[src/rtl/bus_arb_pkg.sv]
// Shared types for the two-requester memory bus arbiter.
package bus_arb_pkg;

   typedef enum logic [1:0] {
      IDLE,
      ACCESS,
      WAIT,
      DONE
   } arb_state_t;

   typedef enum logic {
      REQ_CPU,
      REQ_DMA
   } req_id_t;

endpackage

[src/rtl/mem_bus_arbiter_rr_arb2.sv]
// Two-way round-robin pick: a lone requester wins, a tie goes to the one not granted last.
module rr_arb2
   import bus_arb_pkg::*;
(
   input  logic [1:0] req,
   input  req_id_t    last_grant,
   output logic [1:0] gnt
);

   always_comb begin
      gnt = req;
      if (req == 2'b11) begin
         gnt = (last_grant == REQ_DMA) ? 2'b01 : 2'b10;
      end
   end

endmodule

[src/rtl/mem_bus_arbiter.sv]
// Shares one fixed-latency memory port between the CPU (req 0) and the DMA loader (req 1).
// Define BUS_ARB_MMIO_EN to serve IO_ADDR locally from SW/LEDR instead of memory.
//
// state  | meaning
// IDLE   | waiting for a request; picks a winner and latches its transaction
// ACCESS | one-cycle mem_en strobe (or local SW/LEDR access when MMIO is enabled)
// WAIT   | MEM_LAT-cycle down-count; read data captured on the terminal cycle
// DONE   | one-cycle ack to the granted requester
module mem_bus_arbiter
   import bus_arb_pkg::*;
#(
   parameter int              AW      = 16,
   parameter int              DW      = 16,
   parameter int              MEM_LAT = 2,
   parameter logic [AW-1:0]   IO_ADDR = 16'h2000
) (
   input  logic          clock,
   input  logic          reset_L,
   input  logic          cpu_req,
   input  logic          cpu_we,
   input  logic [AW-1:0] cpu_addr,
   input  logic [DW-1:0] cpu_wdata,
   output logic          cpu_ack,
   output logic [DW-1:0] cpu_rdata,
   input  logic          dma_req,
   input  logic          dma_we,
   input  logic [AW-1:0] dma_addr,
   input  logic [DW-1:0] dma_wdata,
   output logic          dma_ack,
   output logic [DW-1:0] dma_rdata,
   output logic          mem_en,
   output logic          mem_we,
   output logic [AW-1:0] mem_addr,
   output logic [DW-1:0] mem_wdata,
   input  logic [DW-1:0] mem_rdata,
   input  logic [15:0]   SW,
   output logic [15:0]   LEDR
);

   localparam int CW = $clog2(MEM_LAT + 1);

   arb_state_t    state_q, state_d;
   req_id_t       last_grant_q, last_grant_d;
   logic          we_q, we_d;
   logic [AW-1:0] addr_q, addr_d;
   logic [DW-1:0] wdata_q, wdata_d;
   logic [CW-1:0] cnt_q, cnt_d;
   logic [DW-1:0] rdata_q, rdata_d;
   logic [DW-1:0] cpu_rdata_q, cpu_rdata_d;
   logic [DW-1:0] dma_rdata_q, dma_rdata_d;
   logic [15:0]   ledr_q, ledr_d;
   logic [1:0]    gnt;
   logic          io_hit;

`ifdef BUS_ARB_MMIO_EN
   assign io_hit = (addr_q == IO_ADDR);
`else
   logic unused_io;
   assign io_hit    = 1'b0;
   assign unused_io = ^IO_ADDR;
`endif

   rr_arb2 u_rr_arb2 (
      .req        ({dma_req, cpu_req}),
      .last_grant (last_grant_q),
      .gnt        (gnt)
   );

   // last_grant_q doubles as the ID of the transaction in flight.
   always_comb begin
      state_d      = state_q;
      last_grant_d = last_grant_q;
      we_d         = we_q;
      addr_d       = addr_q;
      wdata_d      = wdata_q;
      cnt_d        = cnt_q;
      rdata_d      = rdata_q;
      cpu_rdata_d  = cpu_rdata_q;
      dma_rdata_d  = dma_rdata_q;
      ledr_d       = ledr_q;
      mem_en       = 1'b0;
      mem_we       = 1'b0;
      cpu_ack      = 1'b0;
      dma_ack      = 1'b0;
      case (state_q)
         IDLE: begin
            if (|gnt) begin
               state_d      = ACCESS;
               last_grant_d = gnt[0] ? REQ_CPU : REQ_DMA;
               we_d         = gnt[0] ? cpu_we : dma_we;
               addr_d       = gnt[0] ? cpu_addr : dma_addr;
               wdata_d      = gnt[0] ? cpu_wdata : dma_wdata;
            end
         end
         ACCESS: begin
            if (io_hit) begin
               if (we_q) ledr_d = 16'(wdata_q);
               else      rdata_d = DW'(SW);
               state_d = DONE;
            end else begin
               mem_en  = 1'b1;
               mem_we  = we_q;
               cnt_d   = CW'(MEM_LAT - 1);
               state_d = WAIT;
            end
         end
         WAIT: begin
            if (cnt_q == '0) begin
               rdata_d = mem_rdata;
               state_d = DONE;
            end else begin
               cnt_d = cnt_q - CW'(1);
            end
         end
         DONE: begin
            cpu_ack = (last_grant_q == REQ_CPU);
            dma_ack = (last_grant_q == REQ_DMA);
            if (cpu_ack) cpu_rdata_d = rdata_q;
            if (dma_ack) dma_rdata_d = rdata_q;
            state_d = IDLE;
         end
         default: state_d = IDLE;
      endcase
   end

   always_ff @(posedge clock) begin
      if (!reset_L) begin
         state_q      <= IDLE;
         last_grant_q <= REQ_DMA;
         we_q         <= 1'b0;
         addr_q       <= '0;
         wdata_q      <= '0;
         cnt_q        <= '0;
         rdata_q      <= '0;
         cpu_rdata_q  <= '0;
         dma_rdata_q  <= '0;
         ledr_q       <= '0;
      end else begin
         state_q      <= state_d;
         last_grant_q <= last_grant_d;
         we_q         <= we_d;
         addr_q       <= addr_d;
         wdata_q      <= wdata_d;
         cnt_q        <= cnt_d;
         rdata_q      <= rdata_d;
         cpu_rdata_q  <= cpu_rdata_d;
         dma_rdata_q  <= dma_rdata_d;
         ledr_q       <= ledr_d;
      end
   end

   assign mem_addr  = addr_q;
   assign mem_wdata = wdata_q;
   assign cpu_rdata = cpu_ack ? rdata_q : cpu_rdata_q;
   assign dma_rdata = dma_ack ? rdata_q : dma_rdata_q;
   assign LEDR      = ledr_q;

endmodule

[config.mk]
export PLATFORM = sky130hd
export DESIGN_NAME = mem_bus_arbiter
export DESIGN_NICKNAME = d
export VERILOG_FILES = /design/src/rtl/bus_arb_pkg.sv /design/src/rtl/mem_bus_arbiter_rr_arb2.sv /design/src/rtl/mem_bus_arbiter.sv
export SDC_FILE = /design/constraint.sdc
export NUM_CORES = 1
export LEC_CHECK = 0
export CAP_MARGIN = 25
export CORE_UTILIZATION = 45
export DETAILED_ROUTE_END_ITERATION = 8
export DONT_BUFFER_PORTS = 1
export MAX_ROUTING_LAYER = met4
export SLEW_MARGIN = 20
export SYNTH_ARGS = -nofsm -noshare
export SYNTH_HDL_FRONTEND = slang
export SYNTH_SLANG_ARGS = --single-unit
[constraint.sdc]
create_clock -name clock -period 3.1 [get_ports clock]
set_clock_uncertainty 0.15 [all_clocks]
set_input_delay 0.31 -clock clock [delete_from_list [all_inputs] [get_ports clock]]
set_output_delay 0.31 -clock clock [all_outputs]
set_load 0.01 [all_outputs]
==> results.tsv, run 1 <==
metric	value	unit
via/cell ratio	5.578	
CTS tree	done	
Ports	186	
synth cell count leaders	dfxtp_1, o21ai_0, a21oi_1, nand2_1	
Rows	33	
FF-to-FF path depth	5	
diode count	0	
clk_lat worst skew	340	ps
Max transition margin	0.3393	
die area	8870	um^2
Routed Antenna Nets	0	
Setup crit end kind	output port	
IO Port Bufs	0	
Lkg Pwr	1.762	nW
Power Dens Cells	706.0	nW/um^2
Synth area leader	dfxtp_1	
RSZ-0062 raised after global routing	no	
DR iter-0 viols	97	
CTS clk-pin slew, worst paths	90	ps
PnR Total Power	3.143	mW
vias in the first global route	2940	
worst-case vdd ir drop	0.3660	mV
Final Max Tran Viols	0	
# hold bufs at CTS	51	
GRT overflow	0	
Post-CTS Setup Bufs	0	
routability cong.	0.7275	
Worst EP arrival	1730	ps
die span in y	94.18	um
routed wire length	9.265	mm
Synth Warn #	0	
count leader, synth	dfxtp_1	
pin count of the biggest net entering global routing	88	
post-cts gate resize count	0	
Root Buffer	clkbuf_8	
fin crit share	0.7077	
Layout area overhead	16.43	%
minimum clock period	2194	ps
Yosys reg bits	86	
min-delay worst type	in -> reg	
final hold violations	0	
CP Class	reg -> out	
initial antenna violation count	0	
Post-Syn Area	3824	um^2
sequential cell area fraction in the yosys report	0.4503	
Mapped Cells	422	
Area contributors post-synth	dfxtp_1, o21ai_0, mux2_2	
core box area	8217	um^2
Worst Max-Slew Pin Slew	991.0	ps
Initial Util	0.4654	
nets@finish	560	
Die Wd	94.18	um
Via Count	3135	
CP startpoint kind	flop	
CP peak stage delay	440	ps
reg2reg setup slack	1090	ps
CP cell instances	ha_1 > nand2_2 > mux2_2	
max-cap viol count	0	
slowest CP cell	mux2_2	
WHS	37.08	ps
dominant synthesized flop cell	dfxtp_1	
H-tree depth	3	
Max Root-Sink Buffers	2	
Setup TNS	0	ps
Yosys top cell area share	0.4503	
hold path cells	2	
Avg Inst Size Synth	9.061	um^2
design area	4452	um^2
CTS sink cnt	86	
final setup margin	906.1	ps
Worst Path Max Fanout	17	
# setup viols final	0	
TritonCTS buffer count	9	
Post-synth EDFFs	0	
asr flop ratio synth	0	
library cells used by synthesis	31	
Tot GR Track Use	0.2100	
routed wire length per instance	16.49	um
DP Wirelength	5.346	mm
fmax	455.8	MHz
post-place instance area	3749	um^2
Data required, critical path	2640	ps
fraction of layout cells with a size suffix above 1	0.1204	
pre-CTS setup slack	1085	ps
global-route wire length before repair	14.21	mm
drt pass-1 iters	4	
Remaining DRCs	0	
outcome	complete, no violations	
==> per-stage QoR <==
step	util	instances
2_1_floorplan	-	437
3_3_place_gp	0.4562	495
3_5_place_dp	0.4562	495
4_1_cts	0.5418	562
5_1_grt	0.5418	562
6_report	0.5418	562
==> per-layer routing <==
metal  GRT usage  part of all wire  vias to the layer above
li1            -                 -                     1491
met1      0.2454              0.43                     1462
met2      0.3442              0.48                      168
met3     0.04854             0.077                       14
met4     0.08974             0.017                        0
met5           -                 0                        -
==> where the power goes <==
part	leakage (nW)	internal (mW)	switching, mW
registers	0.703	1.32	0.217
logic	0.984	0.346	0.554
clock network	0.0751	0.295	0.407
total	1.76	1.96	1.18
==> cells in the final DEF (no fill, tap or decap), types with 4 or more instances in the layout <==
cell / n
o21ai_0: 68
buf_4: 4
clkbuf_8: 9
a21oi_1: 35
conb_1: 16
mux2_2: 23
dlygate4sd3_1: 50
ha_1: 6
a21boi_0: 17
dfxtp_1: 86
and2_1: 33
a31oi_1: 33
inv_1: 7
mux2_4: 9
clkinvlp_4: 4
nand2_1: 35
==> cells by family after synthesis <==
| group | after synthesis | synth area share |
|---|---|---|
| AO/OA/AOI/OAI | 158 | 0.2333 |
| adder cells (fa/ha/maj) | 6 | 0.01963 |
| buffers and inverters | 58 | 0.08344 |
| flip-flops | 86 | 0.4503 |
| multiplexers | 33 | 0.1057 |
| other | 1 | 0.0009807 |
| AND/OR/NAND/NOR | 80 | 0.1067 |
==> sequential cells by signal, indices dropped and copies added (netlist names), 2 cells and up <==
| signal | count |
|---|---|
| dma_rdata_q | 16 |
| cnt_q | 2 |
| mem_addr | 16 |
| cpu_rdata_q | 16 |
| mem_wdata | 16 |
| state_q | 2 |
| rdata_q | 16 |
==> final timing paths <==
path                            startpoint             to
worst max-delay path            state_q[0]   dma_rdata[7]
worst min-delay path               cpu_req  mem_wdata[14]
worst max register to register  state_q[0]       cnt_q[1]
worst min register to register  rdata_q[8]     rdata_q[8]
==> area by class of cell <==
class | instances | area (um^2)
Fill cell | 772 | 3765
Timing Repair Buffer | 55 | 558.0
Clock buffer | 10 | 127.6
Tap cell | 105 | 131.4
Sequential cell | 86 | 1722
Inverter | 7 | 26.28
Clock inverter | 6 | 47.55
Multi-Input combinational cell | 293 | 1839
==> worst max-delay path: cells and delay by family, from the launching register on <==
family / cells / cell delay [ps]
multiplexers: 1 / 440
flip-flops: 1 / 350
AND/OR/NAND/NOR: 1 / 360
adder cells (fa/ha/maj): 1 / 230
Note: power is estimated with default switching activity, not from simulation.
==> run 2, diff against run 1 <==
- clock period: 3.1 -> 2.15 ns (I/O delays scaled with it)
==> results.tsv, run 2 (same netlist as run 1, synthesis figures left out) <==
metric	value	unit	change
outcome	complete, no violations		unchanged
Power Dens Cells	968.3	nW/um^2	was 706.0 nW/um^2
filler cell count in the final layout	678		was 772
RSZ-0062 raised after global routing	no		unchanged
diode count	0		unchanged
pin count of the biggest net entering global routing	88		unchanged
Setup TNS	0	ps	unchanged
CP startpoint kind	flop		unchanged
max-cap viol count	0		unchanged
FF-to-FF path depth	3		was 5
most frequent cells in the layout	dfxtp_1, dlygate4sd3_1, o21ai_0		was dfxtp_1, o21ai_0, dlygate4sd3_1
r2r startpoint	last_grant_q		was state_q[0]
fin crit share	0.9398		
reg2reg setup slack	290	ps	was 1090 ps
Worst Max-Slew Pin Slew	957.8	ps	was 991.0 ps
Root Buffer	clkbuf_8		unchanged
final hold violations	0		unchanged
Via Count	3346		was 3135
Hold Startpoint	reset_L		was cpu_req
IO Port Bufs	0		unchanged
slowest CP cell	mux2_2		unchanged
die area	8870	um^2	unchanged
CP Class	reg -> out		unchanged
fmax	494.9	MHz	
Worst EP arrival	1660	ps	was 1730 ps
Ports	186		unchanged
Lkg Pwr	1.939	nW	was 1.762 nW
vias in the first global route	3151		was 2940
GRT overflow	0		unchanged
reg2reg end	mem_wdata[14]		was cnt_q[1]
CTS sink cnt	86		unchanged
Worst Path Max Fanout	17		unchanged
CP cell instances	ha_1 > nand2b_1 > buf_12 > mux2_2		was ha_1 > nand2_2 > mux2_2
PnR Total Power	4.678	mW	was 3.143 mW
DR iter-0 viols	140		was 97
routed wire length	10.14	mm	was 9.265 mm
global-route wire length before repair	15.57	mm	was 14.21 mm
Tot GR Track Use	0.2314		was 0.2100
Finished Core Util	0.5879		was 0.5418
fraction of layout cells with a size suffix above 1	0.1215		was 0.1204
initial antenna violation count	0		unchanged
# setup viols final	0		unchanged
M2 GR Usage	0.3690		was 0.3442
Max transition margin	0.3615		was 0.3393
most common cell after layout, fill and taps aside	dfxtp_1		unchanged
minimum clock period	2021	ps	
clk_lat worst skew	350	ps	was 340 ps
met1 Use GR	0.2711		was 0.2454
Data required, critical path	1780	ps	was 2640 ps
CTS clk-pin slew, worst paths	90	ps	about the same
Min-Delay Endpoint	cnt_q[0]		was mem_wdata[14]
core box area	8217	um^2	unchanged
hold path cells	2		unchanged
via/cell ratio	5.586		was 5.578
CP peak stage delay	400	ps	was 440 ps
routed wire length per instance	16.92	um	was 16.49 um
die span in y	94.18	um	unchanged
GR Util met3	0.06553		was 0.04854
Max Root-Sink Buffers	2		unchanged
Initial Util	0.4654		unchanged
nets@finish	597		was 560
min-delay worst type	in -> reg		unchanged
Remaining DRCs	0		unchanged
Rows	33		unchanged
CTS tree	done		unchanged
Routed Antenna Nets	0		unchanged
H-tree depth	3		unchanged
GR peak layer	met2		unchanged
Setup crit end kind	output port		unchanged
Die Wd	94.18	um	unchanged
routability cong.	0.7311		was 0.7275
DP Wirelength	5.449	mm	was 5.346 mm
worst-case vdd ir drop	0.5898	mV	was 0.3660 mV
Final Max Tran Viols	0		unchanged
TritonCTS buffer count	9		unchanged
Layout area overhead	26.34	%	was 16.43%
drt pass-1 iters	5		was 4
[run 2: layout make-up]
cell class,count,area [um^2],area share
Clock buffer,9,123.9,0.02564
Clock inverter,7,55.05,0.01140
Inverter,7,26.28,0.005439
Multi-Input combinational cell,293,1844,0.3818
Sequential cell,86,1722,0.3564
Tap cell,105,131.4,0.02720
Timing Repair Buffer,92,928.4,0.1922
[run 2: what timing repair did]
| item | 4_1_cts | 5_1_grt |
|---|---|---|
| endpoints found under the hold margin | 86 | 0 |
| buffers inserted | 0 | 0 |
| hold buffers | 85 | 0 |
| gates resized for setup | 1 | 0 |
| endpoints found under the setup margin | 2 | 0 |
[run 2: where the power goes]
| group | total [mW] | switching, mW | internal [mW] |
|---|---|---|---|
| clock | 1.05 | 0.613 | 0.434 |
| combinational | 1.40 | 0.836 | 0.561 |
| sequential | 2.23 | 0.326 | 1.91 |
[run 2: worst max path at each step]
| stage | start | to | cells after the start |
|---|---|---|---|
| floorplan | state_q[0] | dma_rdata_q[0] | 5 |
| global placement | state_q[0] | dma_rdata_q[15] | 4 |
| detailed placement | last_grant_q | mem_addr[7] | 3 |
| CTS | state_q[0] | cpu_rdata[8] | 4 |
| global route | state_q[0] | cpu_rdata[8] | 4 |
| finish | state_q[0] | cpu_rdata[8] | 4 |
[run 2: metrics by stage]
stage               setup WS, ps  hold slack (ps)  cell area (um^2)  cells
finish                     129.5            111.3              4831    599
global placement           333.3            156.1              3784    498
floorplan                  530.2            209.9              3880    437
global route               43.06            92.09              4831    599
CTS                        99.42            86.37              4836    599
detailed placement         319.0            164.5              3784    498
[run 2: metal layers]
| layer | vias up | routed length, um |
|---|---|---|
| met2 | 220 | 4788 |
| met1 | 1519 | 4058 |
| met5 | - | 0 |
| met4 | 0 | 286 |
| met3 | 34 | 1003 |
| li1 | 1573 | - |
[run 2: critical path, delay by kind of cell, from the launching register on]
family | cells | cell delay, ps
adder cells (fa/ha/maj) | 1 | 250
AND/OR/NAND/NOR | 1 | 130
multiplexers | 1 | 400
buffers and inverters | 1 | 180
flip-flops | 1 | 350
==> run 3, diff against run 2 <==
- CORE_MARGIN: default -> 2
==> results.tsv, run 3 (same netlist as run 1, synthesis figures left out) <==
metric	value	unit	change
Routed Antenna Nets	0		unchanged
Layout area overhead	28.14	%	was 26.34%
hold path cells	3		was 2
fmax	497.4	MHz	was 494.9 MHz
max-cap viol count	0		unchanged
fraction of layout cells with a size suffix above 1	0.1217		was 0.1215
CTS sink cnt	86		unchanged
Initial Util	0.4654		unchanged
Rows	33		unchanged
CP Class	reg -> out		unchanged
Power Dens Cells	1010	nW/um^2	was 968.3 nW/um^2
drt pass-1 iters	5		unchanged
Post-CTS Setup Bufs	0		unchanged
switching share of power	0.3543		was 0.3793
Worst EP arrival	1650	ps	was 1660 ps
via/cell ratio	5.590		was 5.586
fin crit share	0.9351		was 0.9398
CTS tree	done		unchanged
Worst Max-Slew Pin Slew	1005	ps	was 957.8 ps
Max Root-Sink Buffers	2		unchanged
die span in y	96.18	um	was 94.18 um
Setup TNS	0	ps	unchanged
diode count	0		unchanged
nets@finish	596		was 597
Data required, critical path	1780	ps	about the same
Setup crit end kind	output port		unchanged
DR iter-0 viols	134		was 140
Tot GR Track Use	0.2228		was 0.2314
DP Wirelength	5.664	mm	was 5.449 mm
routed wire length per instance	17.33	um	was 16.92 um
reg2reg setup slack	200	ps	was 290 ps
post-place instance area	3801	um^2	was 3784 um^2
GRT overflow	0		unchanged
design area	4900	um^2	was 4831 um^2
Lkg Pwr	1.976	nW	was 1.939 nW
P_int	3.194	mW	was 2.904 mW
CP startpoint kind	flop		unchanged
reg2reg end	mem_addr[11]		was mem_wdata[14]
Ports	186		unchanged
clk_lat worst skew	340	ps	was 350 ps
vias in the first global route	3217		was 3151
Clk pwr share	0.260		was 0.224
Psw	1.753	mW	was 1.774 mW
global-route wire length before repair	15.64	mm	was 15.57 mm
routed wire length	10.36	mm	was 10.14 mm
IO Port Bufs	0		unchanged
Hold Startpoint	reset_L		unchanged
# setup viols final	0		unchanged
Die Wd	96.18	um	was 94.18 um
worst-case vdd ir drop	0.6073	mV	was 0.5898 mV
pin count of the biggest net entering global routing	88		unchanged
initial antenna violation count	0		unchanged
H-tree depth	3		unchanged
PnR Total Power	4.947	mW	was 4.678 mW
Min-Delay Endpoint	mem_addr[8]		was cnt_q[0]
r2r startpoint	last_grant_q		unchanged
outcome	complete, no violations		unchanged
minimum clock period	2010	ps	was 2021 ps
Remaining DRCs	0		unchanged
Root Buffer	clkbuf_8		unchanged
FF-to-FF path depth	3		unchanged
die area	9251	um^2	was 8870 um^2
most frequent cells in the layout	dfxtp_1, dlygate4sd3_1, o21ai_0		unchanged
TritonCTS buffer count	9		unchanged
core box area	8217	um^2	unchanged
combinational fraction of design power	0.290		was 0.299
Seq pwr share	0.449		was 0.478
final hold violations	0		unchanged
Via Count	3343		was 3346
Worst Path Max Fanout	17		unchanged
Max transition margin	0.3298		was 0.3615
Final Max Tran Viols	0		unchanged
RSZ-0062 raised after global routing	no		unchanged
most common cell after layout, fill and taps aside	dfxtp_1		unchanged
routability cong.	0.7494		was 0.7311
CTS clk-pin slew, worst paths	90	ps	about the same
min-delay worst type	in -> reg		unchanged
run 3: cell types whose count changed in the layout (fill, tap and decap cells not counted), sizes merged:
cell	previous run	this run
bufinv	0	2
clkinv	1	2
buf	9	8
clkbuf	9	10
clkinvlp	2	0
inv	11	9
run 3: repair_timing:
| action | CTS | global route |
|---|---|---|
| endpoints found under the setup margin | 0 | 47 |
| hold endpoints to repair | 86 | 0 |
| hold buffers | 85 | 0 |
| gates resized for setup | 0 | 2 |
run 3: metrics by stage:
stage                 util  std cells  hold slack [ps]  worst slack, ps
finish              0.5963        598            108.8            139.5
global placement    0.4626        497            158.2            220.5
CTS                 0.5962        598            95.00           0.6709
detailed placement  0.4626        497            157.1            120.9
global route        0.5963        598            111.2            66.79
floorplan                -        437            209.9            530.2
run 3: power by group through the flow:
stage                     registers [mW]  logic (mW)  clock network (mW)
after CTS                           2.22        1.40                1.33
after detailed placement            2.25        1.24                   0
after floorplan                     2.19        1.01                   0
after global routing                2.26        1.60                1.39
final                               2.22        1.43                1.29
after global placement              2.25        1.20                   0
run 3: area by class of cell:
cell class | count | area [um^2]
clock inverter | 6 | 91.34
fill | 686 | 3317
multi-input combinational | 293 | 1846
tap | 105 | 131.4
timing repair buffer | 91 | 945.9
clock buffer | 10 | 137.6
inverter | 7 | 26.28
sequential | 86 | 1722
run 3: worst max path at each step:
stage                from              to  slack (ps)  depth (start not counted)
2_1_floorplan  state_q[0]  dma_rdata_q[0]         530                          5
3_3_place_gp   state_q[0]    mem_addr[14]         220                          5
3_5_place_dp   state_q[0]    mem_addr[11]         120                          5
4_1_cts        state_q[0]    dma_rdata[8]         0.7                          3
5_1_grt        state_q[0]    cpu_rdata[9]          70                          4
6_report       state_q[0]    cpu_rdata[8]         140                          4
run 3: critical path, stage by stage, from the launching register on:
cell and delay (ps):
dfxtp_1 350, ha_1 250, nand2b_1 130, buf_12 180, mux2_2 390
run 3: routing by layer:
| metal | vias up | routed length (um) | GRT usage |
|---|---|---|---|
| li1 | 1567 | - | - |
| met1 | 1540 | 4016 | 0.2551 |
| met2 | 209 | 4958 | 0.3600 |
| met3 | 27 | 1136 | 0.06735 |
| met4 | 0 | 250 | 0.09762 |
| met5 | - | 0 | - |
